## config.mk

```make
export PLATFORM = sky130hd
export DESIGN_NAME = qar_irq_ctrl
export DESIGN_NICKNAME = d
export VERILOG_FILES = /design/src/rtl/qar_irq_ctrl.sv
export SDC_FILE = /design/constraint.sdc
export NUM_CORES = 1
export LEC_CHECK = 0
export CAP_MARGIN = 40
export CORE_MARGIN = 4
export CORE_UTILIZATION = 48
export CTS_BUF_LIST = sky130_fd_sc_hd__clkbuf_2 sky130_fd_sc_hd__clkbuf_4 sky130_fd_sc_hd__clkbuf_8
export DETAILED_ROUTE_END_ITERATION = 16
export GPL_TIMING_DRIVEN = 0
export PLACE_DENSITY = 0.9
export SKIP_CTS_REPAIR_TIMING = 1
export SYNTH_ARGS = -nofsm -noshare
export SYNTH_HDL_FRONTEND = slang
export SYNTH_SLANG_ARGS = --single-unit
```

## constraint.sdc

```tcl
create_clock -name clk -period 1.8 [get_ports clk]
set_input_delay 0.18 -clock clk [delete_from_list [all_inputs] [get_ports clk]]
set_output_delay 0.18 -clock clk [all_outputs]
set_load 0.005 [all_outputs]
```

## src/rtl/qar_irq_ctrl.sv

```systemverilog
// External interrupt aggregator: synchronises peripheral lines, latches level/edge pending,
// arbitrates by fixed priority and exposes claim/complete through a small register window.
module qar_irq_ctrl #(
    parameter int unsigned NUM_SRC = 8,
    parameter int unsigned ID_W    = 5
) (
    input  logic               clk,
    input  logic               rst_n,
    input  logic [NUM_SRC-1:0] irq_src,
    output logic               irq_external,
    input  logic               irq_external_ack,
    input  logic               reg_cs,
    input  logic               mem_valid,
    input  logic               mem_we,
    input  logic [4:0]         mem_addr,
    input  logic [31:0]        mem_wdata,
    output logic               mem_ready,
    output logic [31:0]        mem_rdata,
    output logic [ID_W-1:0]    claim_id
);

    localparam logic [2:0] AddrPending  = 3'd0;
    localparam logic [2:0] AddrEnable   = 3'd1;
    localparam logic [2:0] AddrEdge     = 3'd2;
    localparam logic [2:0] AddrClaim    = 3'd3;
    localparam logic [2:0] AddrComplete = 3'd4;

    logic [NUM_SRC-1:0] sync1_q, sync2_q, sync2_prev_q;
    logic [NUM_SRC-1:0] edge_pend_q, edge_pend_d;
    logic [NUM_SRC-1:0] enable_q, enable_d;
    logic [NUM_SRC-1:0] edge_q, edge_d;
    logic               in_service_q, in_service_d;
    logic [ID_W-1:0]    claim_id_q, claim_id_d;
    logic               irq_q, irq_d;
    logic               ack_q;
    logic               ready_q, ready_d;
    logic [31:0]        rdata_q, rdata_d;

    logic [NUM_SRC-1:0] pend;
    logic [NUM_SRC-1:0] active;
    logic [NUM_SRC-1:0] win_oh;
    logic [NUM_SRC-1:0] w1c_mask;
    logic [NUM_SRC-1:0] clr_mask;
    logic [NUM_SRC-1:0] wdata_src;
    logic [ID_W-1:0]    win_id;
    logic [2:0]         reg_sel;
    logic               accept;
    logic               wr_en;
    logic               rd_en;
    logic               ack_rise;
    logic               claim;
    logic               complete;
    logic               unused_bus;

    // Byte-lane bits and data bits beyond the source count carry no meaning here.
    assign unused_bus = ^{mem_addr[1:0], mem_wdata};

    assign reg_sel   = mem_addr[4:2];
    assign wdata_src = mem_wdata[NUM_SRC-1:0];
    assign accept    = reg_cs & mem_valid & ~ready_q;
    assign wr_en     = accept & mem_we;
    assign rd_en     = accept & ~mem_we;
    assign ack_rise  = irq_external_ack & ~ack_q;

    // Level sources mirror the synchronised line; edge sources use the sticky latch.
    assign pend   = (edge_q & edge_pend_q) | (~edge_q & sync2_q);
    assign active = pend & enable_q;

    always_comb begin
        win_id = '0;
        win_oh = '0;
        for (int i = int'(NUM_SRC) - 1; i >= 0; i--) begin
            if (active[i]) begin
                win_id    = ID_W'(i + 1);
                win_oh    = '0;
                win_oh[i] = 1'b1;
            end
        end
    end

    assign claim    = ack_rise & ~in_service_q & (active != '0);
    assign complete = wr_en & (reg_sel == AddrComplete) & in_service_q &
                      (mem_wdata[ID_W-1:0] == claim_id_q);

    always_comb begin
        w1c_mask = '0;
        if (wr_en && (reg_sel == AddrPending)) begin
            w1c_mask = wdata_src & edge_q;
        end
        clr_mask = w1c_mask | (claim ? win_oh : '0);
        // A new edge in the same cycle as a clear must not be lost.
        edge_pend_d = (edge_pend_q & ~clr_mask) | (edge_q & sync2_q & ~sync2_prev_q);
    end

    always_comb begin
        enable_d = enable_q;
        edge_d   = edge_q;
        if (wr_en && (reg_sel == AddrEnable)) begin
            enable_d = wdata_src;
        end
        if (wr_en && (reg_sel == AddrEdge)) begin
            edge_d = wdata_src;
        end
    end

    always_comb begin
        in_service_d = in_service_q;
        claim_id_d   = claim_id_q;
        if (claim) begin
            in_service_d = 1'b1;
            claim_id_d   = win_id;
        end else if (complete) begin
            in_service_d = 1'b0;
            claim_id_d   = '0;
        end
    end

    assign irq_d   = (active != '0) & ~in_service_q;
    assign ready_d = accept;

    always_comb begin
        rdata_d = '0;
        if (rd_en) begin
            case (reg_sel)
                AddrPending: rdata_d = 32'(pend);
                AddrEnable:  rdata_d = 32'(enable_q);
                AddrEdge:    rdata_d = 32'(edge_q);
                AddrClaim:   rdata_d = {in_service_q, 31'(claim_id_q)};
                default:     rdata_d = '0;
            endcase
        end
    end

    always_ff @(posedge clk or negedge rst_n) begin
        if (!rst_n) begin
            sync1_q      <= '0;
            sync2_q      <= '0;
            sync2_prev_q <= '0;
            ack_q        <= 1'b0;
        end else begin
            sync1_q      <= irq_src;
            sync2_q      <= sync1_q;
            sync2_prev_q <= sync2_q;
            ack_q        <= irq_external_ack;
        end
    end

    always_ff @(posedge clk or negedge rst_n) begin
        if (!rst_n) begin
            edge_pend_q  <= '0;
            enable_q     <= '0;
            edge_q       <= '0;
            in_service_q <= 1'b0;
            claim_id_q   <= '0;
            irq_q        <= 1'b0;
            ready_q      <= 1'b0;
            rdata_q      <= '0;
        end else begin
            edge_pend_q  <= edge_pend_d;
            enable_q     <= enable_d;
            edge_q       <= edge_d;
            in_service_q <= in_service_d;
            claim_id_q   <= claim_id_d;
            irq_q        <= irq_d;
            ready_q      <= ready_d;
            rdata_q      <= rdata_d;
        end
    end

    assign irq_external = irq_q;
    assign mem_ready    = ready_q;
    assign mem_rdata    = rdata_q;
    assign claim_id     = claim_id_q;

endmodule

```

==> flow_summary.yaml, run 1 <==
outcome:
  run_status: "complete, no violations"
drt:
  drc_violations: 0
  route.final.wire_length_um: 6480
  routed_wire_length_per_instance_um: 15.7
  drtIter0Drc: 147
  route.antenna.remaining_nets: 0
  via_per_inst: 5.22
  firstDrtPassIters: 4
  vias_after_detailed_routing: 2163
worst_setup_path:
  timing.critical_path.max_delay_family: "simple AND/OR/NAND/NOR gates"
  timing.reg2reg.worst_path_depth: 5
  timing.critical_path.arrival_ps: 1970
  critical_path_buf_inv_count: 0
  start_kind: "flop"
  crit_type: "reg2reg"
  cp_max_fo: 6
  cp_cell_sequence: "mux2_4 > a22oi_4 > nand3_2 > nor3_1 > o22ai_1"
  critPathSlowestCell: "dfrtp_2"
  cpPeakStageDelay_ps: 440
  rrSetupSlack_ps: 40
  cp-end-kind: "flop"
  timing.rr.end: "edge_pend_q[5]$_DFF_PN0_"
  rr_startpoint: "edge_q[2]$_DFFE_PN0P_"
  required_ps: 2010
logic_synthesis:
  synth.ff_latch_count: 65
  ys_warn_count: 0
  synthesized_instance_count: 258
  synthesis.area_um2: 2980
  average_size_of_a_mapped_cell_um2: 11.5
  synth-main-ff-cell: "dfrtp_1"
  synth_edf_count: 0
  netlist-cell-type-count: 46
  synth_async_sr_flop_share_pct: 100
  seq_area_frac_synth_pct: 54.7
global_routing:
  global_route_wire_length_before_repair_um: 10400
  use_met3_pct: 3.90
  globalRouteTotalUtil_pct: 18.3
  grt_util_met2_pct: 28.7
  globalRouteMet1Util_pct: 23.5
  first_global_vias: 2113
  initial_antenna_violation_count: 0
  globalRoute.busiestLayer: "met2"
  grt_start_max_net_pins: 41
  grt_overflow: 0
die:
  dieWidth_um: 86.7
  die_height_um: 86.7
  core_region_area_um2: 5960
  fp.dieArea_um2: 7520
  fp-row-count: 28
  initial_utilization_pct: 50.0
  io-pin-count: 90
placement:
  hpwlAfterDp_um: 4600
  placement.io_buffers: 37
  dp_cells: 394
  placed_cell_area_um2: 3540
  globalplace.congestion: 0.879
  place_ws_ps: -395
sta:
  max_clock_freq_ghz: 0.567
  hold_slack_ps: 281
  post-route-period-util_pct: 98.0
  timing.final.setup_violations: 0
  worstMarginPinSlew_ps: 591
  setup_ws_ps: 35.6
  timing.setup.tns_ps: 0
  final_hold_viol_count: 0
  timing.final.max_slew_violations: 0
  max-slew-margin-rel_pct: 60.6
  post-route-min-period_ps: 1760
  fin_worst_skew_ps: 7.47
clocking:
  max-clock-path-buffers: 2
  cts.reportedPaths.clkPinSlew_ps: 70
  tritoncts: "built"
  cts-buffers-inserted: 9
  cts.root.buffer_cell: "clkbuf_8"
  cts_max_level: 3
  clk_latency_ps: 330
  clkSinkCount: 65
power_and_ir_drop:
  peak_supply_drop_v: 0.000648
  fin_total_pwr_mw: 4.08
  leakage_nw: 1.71
  power_per_cell_area_nw_per_um2: 1070
cells_and_area:
  areaGrowthSynthToFinish_pct: 28.2
  finished_cell_area_um2: 3810
  design.final.nets: 385
  antenna-diode-count: 0
  finish.cell_count_without_fillers: 414
  post_route_cells_drive_above_1_share_pct: 26.5
  layout.cells.most_common_list: "dfrtp_1, clkdlybuf4s50_1, nand2_1"
  utilization_pct: 64.0
  layout_commonest_cell: "dfrtp_1"
min_path:
  hold_path_depth: 1
  min-delay-path-class: "in2reg"
  hold_path_startpoint: "irq_src[3]"
  hold_end: "sync1_q[3]$_DFF_PN0_"
run:
  max_cap_viol_count: 0
[worst reg2reg max path, stage by stage (launching register included)]
cell and delay [ps]:
dfrtp_2 440, mux2_4 330, a22oi_4 210, nand3_2 170, nor3_1 340, o22ai_1 140
[synthesized netlist by cell type, types with 3 or more instances]
cell type,instances,area (µm²)
a21oi_1,10,50.1
a22oi_1,5,37.5
buf_2,3,15.0
buf_4,24,180
dfrtp_1,65,1630
mux2_2,21,236
mux2_4,5,75.1
mux2i_1,4,40.0
nand2_1,30,113
nand2_2,5,31.3
nor2_1,20,75.1
nor3_1,4,20.0
o21ai_0,13,65.1
o21ai_1,3,15.0
o22ai_1,4,25.0
xor2_1,4,35.0
[layer usage]
layer	routed length [µm]	share of wire, %
met1	2740	42
met2	3180	49
met3	434	6.7
met4	133	2.1
met5	0	0
[state kept, by name, indices dropped and copies added (netlist names)]
name / flops
ack_q: 1
claim_id: 4
edge_pend_q: 8
edge_q: 8
enable_q: 8
in_service_q: 1
irq_external: 1
mem_rdata: 9
mem_ready: 1
sync1_q: 8
sync2_prev_q: 8
sync2_q: 8
[power by group]
group | internal [mW] | total, mW | switching [mW]
clock network | 0.782 | 1.29 | 0.510
registers | 1.67 | 1.90 | 0.224
logic | 0.483 | 0.885 | 0.402
total | 2.94 | 4.08 | 1.14
[cells by family (layout without fill, tap and decap cells)]
kind of cell	after synthesis	after routing	synth area share, %
xor+xnor	4	4	1.18
mux	30	30	11.8
compound gates	49	49	10.8
buf+inv	31	89	7.06
other cells	1	24	0.126
simple gates	78	78	14.3
flops	65	65	54.7
[worst max path at each step]
stage	cells past startpoint	start	to
6_report	5	edge_q[2]$_DFFE_PN0P_	edge_pend_q[5]$_DFF_PN0_
2_1_floorplan	6	mem_ready$_DFF_PN0_	edge_pend_q[2]$_DFF_PN0_
5_1_grt	5	edge_q[1]$_DFFE_PN0P_	edge_pend_q[5]$_DFF_PN0_
3_3_place_gp	1	rst_n	mem_rdata[1]$_DFF_PN0_
4_1_cts	4	mem_addr[2]	enable_q[5]$_DFFE_PN0P_
3_5_place_dp	4	mem_addr[2]	enable_q[5]$_DFFE_PN0P_
[cell type report]
cell class                      count  area (µm²)
Multi-Input combinational cell    185        1230
Fill cell                         460        2140
Timing Repair Buffer               42         430
Clock buffer                       14         180
Inverter                            2        7.51
Buffer                             29         205
Sequential cell                    65        1630
Clock inverter                      2        35.0
Tap cell                           75        93.8
No activity file was read; power rests on OpenSTA's default activity.
==> run 2: changes to the inputs <==
CORE_MARGIN = 2   (was 4)
==> flow_summary.yaml, run 2 (synthesis gave the netlist of run 1 again) <==
sta:
  post-route-period-util_pct: 97.6
  timing.setup.tns_ps: 0
  rsz0062_at_grt: "true"
  max-slew-margin-rel_pct: 59.3
  final_hold_viol_count: 0
  worstMarginPinSlew_ps: 610
  max_clock_freq_ghz: 0.569
  post-route-min-period_ps: 1760
  timing.final.max_slew_violations: 0
  fin_worst_skew_ps: 9.01
  timing.final.setup_violations: 0
cells_and_area:
  areaGrowthSynthToFinish_pct: 28.9
  post_route_cells_drive_above_1_share_pct: 27.3
  layout_commonest_cell: "dfrtp_1"
  antenna-diode-count: 0
  largest_register_ffs: 9
  fillCellCount: 475
  design.final.nets: 388
  finished_cell_area_um2: 3840
  layout.cells.most_common_list: "dfrtp_1, clkdlybuf4s50_1, nand2_1, buf_4, conb_1"
drt:
  drtIter0Drc: 191
  drc_violations: 0
  vias_after_detailed_routing: 2197
  via_per_inst: 5.28
  routed_wire_length_per_instance_um: 15.1
  firstDrtPassIters: 4
  route.antenna.remaining_nets: 0
  route.final.wire_length_um: 6300
worst_setup_path:
  cp_cell_sequence: "mux2_4 > a22oi_4 > nand2_2 > o31a_1 > a21o_1"
  start_kind: "flop"
  cp-end-kind: "flop"
  crit_type: "reg2reg"
  timing.critical_path.max_delay_family: "compound AO/OA/AOI/OAI gates"
  timing.critical_path.arrival_ps: 1990
  cpPeakStageDelay_ps: 430
  rrSetupSlack_ps: 40
  required_ps: 2030
  critPathSlowestCell: "dfrtp_2"
  cp_max_fo: 4
  critical_path_buf_inv_count: 0
global_routing:
  globalRouteTotalUtil_pct: 20.7
  grt_start_max_net_pins: 40
  initial_antenna_violation_count: 0
  global_route_wire_length_before_repair_um: 10200
  first_global_vias: 2172
  grt_overflow: 0
placement:
  globalplace.congestion: 0.901
  placed_cell_area_um2: 3540
  placement.io_buffers: 37
  hpwlAfterDp_um: 4530
clocking:
  max-clock-path-buffers: 2
  clk_latency_ps: 340
  tritoncts: "built"
  cts.reportedPaths.clkPinSlew_ps: 70
  cts-buffers-inserted: 9
  cts_max_level: 3
  clkSinkCount: 65
  cts.root.buffer_cell: "clkbuf_8"
die:
  io-pin-count: 90
  fp.dieArea_um2: 6840
  core_region_area_um2: 5960
  fp-row-count: 28
  die_height_um: 82.7
  dieWidth_um: 82.7
  initial_utilization_pct: 50.0
power_and_ir_drop:
  peak_supply_drop_v: 0.000679
  leakage_nw: 1.72
  power_per_cell_area_nw_per_um2: 1080
  fin_total_pwr_mw: 4.13
outcome:
  run_status: "complete, no violations"
min_path:
  min-delay-path-class: "in2reg"
run:
  max_cap_viol_count: 0
==> run 2: cell types whose count changed in the layout (fill, tap and decap cells not counted), sizes merged <==
cell      change
buf           +3
bufinv        +1
clkinv        +1
clkbuf        -4
clkinvlp      +1
==> run 2: path summary, 6_finish.rpt <==
path | start | end | cells past startpoint
hold / removal | irq_src[6] | sync1_q[6]$_DFF_PN0_ | 1
min in group asynchronous | rst_n | sync2_q[6]$_DFF_PN0_ | 2
setup reg to reg | edge_q[2]$_DFFE_PN0P_ | in_service_q$_DFFE_PN0P_ | 5
hold reg to reg | sync1_q[0]$_DFF_PN0_ | sync2_q[0]$_DFF_PN0_ | 0
setup / recovery | edge_q[2]$_DFFE_PN0P_ | in_service_q$_DFFE_PN0P_ | 5
max in group asynchronous | rst_n | edge_q[2]$_DFFE_PN0P_ | 3
==> run 2: cell type report <==
cell class	count	area (µm²)	share of cell area [%]
clock buffers	10	131	3.42
inverters	2	7.51	0.196
plain buffers	29	203	5.28
repair buffers	45	440	11.5
flip-flops and latches	65	1630	42.5
clock inverters	5	81.3	2.12
well taps	75	93.8	2.45
multi-input cells	185	1250	32.5
==> run 2: stage by stage <==
| stage | utilization [%] | instances | hold slack [ps] | setup slack, ps |
|---|---|---|---|---|
| 4_1_cts | 63.0 | 409 | -155 | -92.1 |
| 5_1_grt | 64.4 | 416 | 246 | -29.2 |
| 2_1_floorplan | - | 281 | -116 | 220 |
| 3_5_place_dp | 59.5 | 394 | 230 | -438 |
| 3_3_place_gp | 59.2 | 393 | 332 | -1480 |
| 6_report | 64.4 | 416 | 268 | 43.9 |
==> run 2: metal layers <==
metal | GRT usage (%) | part of all wire, %
met1 | 25.6 | 41
met4 | 11.5 | 2.0
met3 | 6.30 | 8.1
met2 | 32.3 | 49
met5 | 0 | 0
==> run 2: power by group <==
group          switching [mW]  leakage (nW)  internal (mW)
logic                   0.418         0.830          0.499
registers               0.220         0.782           1.68
clock network           0.530         0.106          0.787
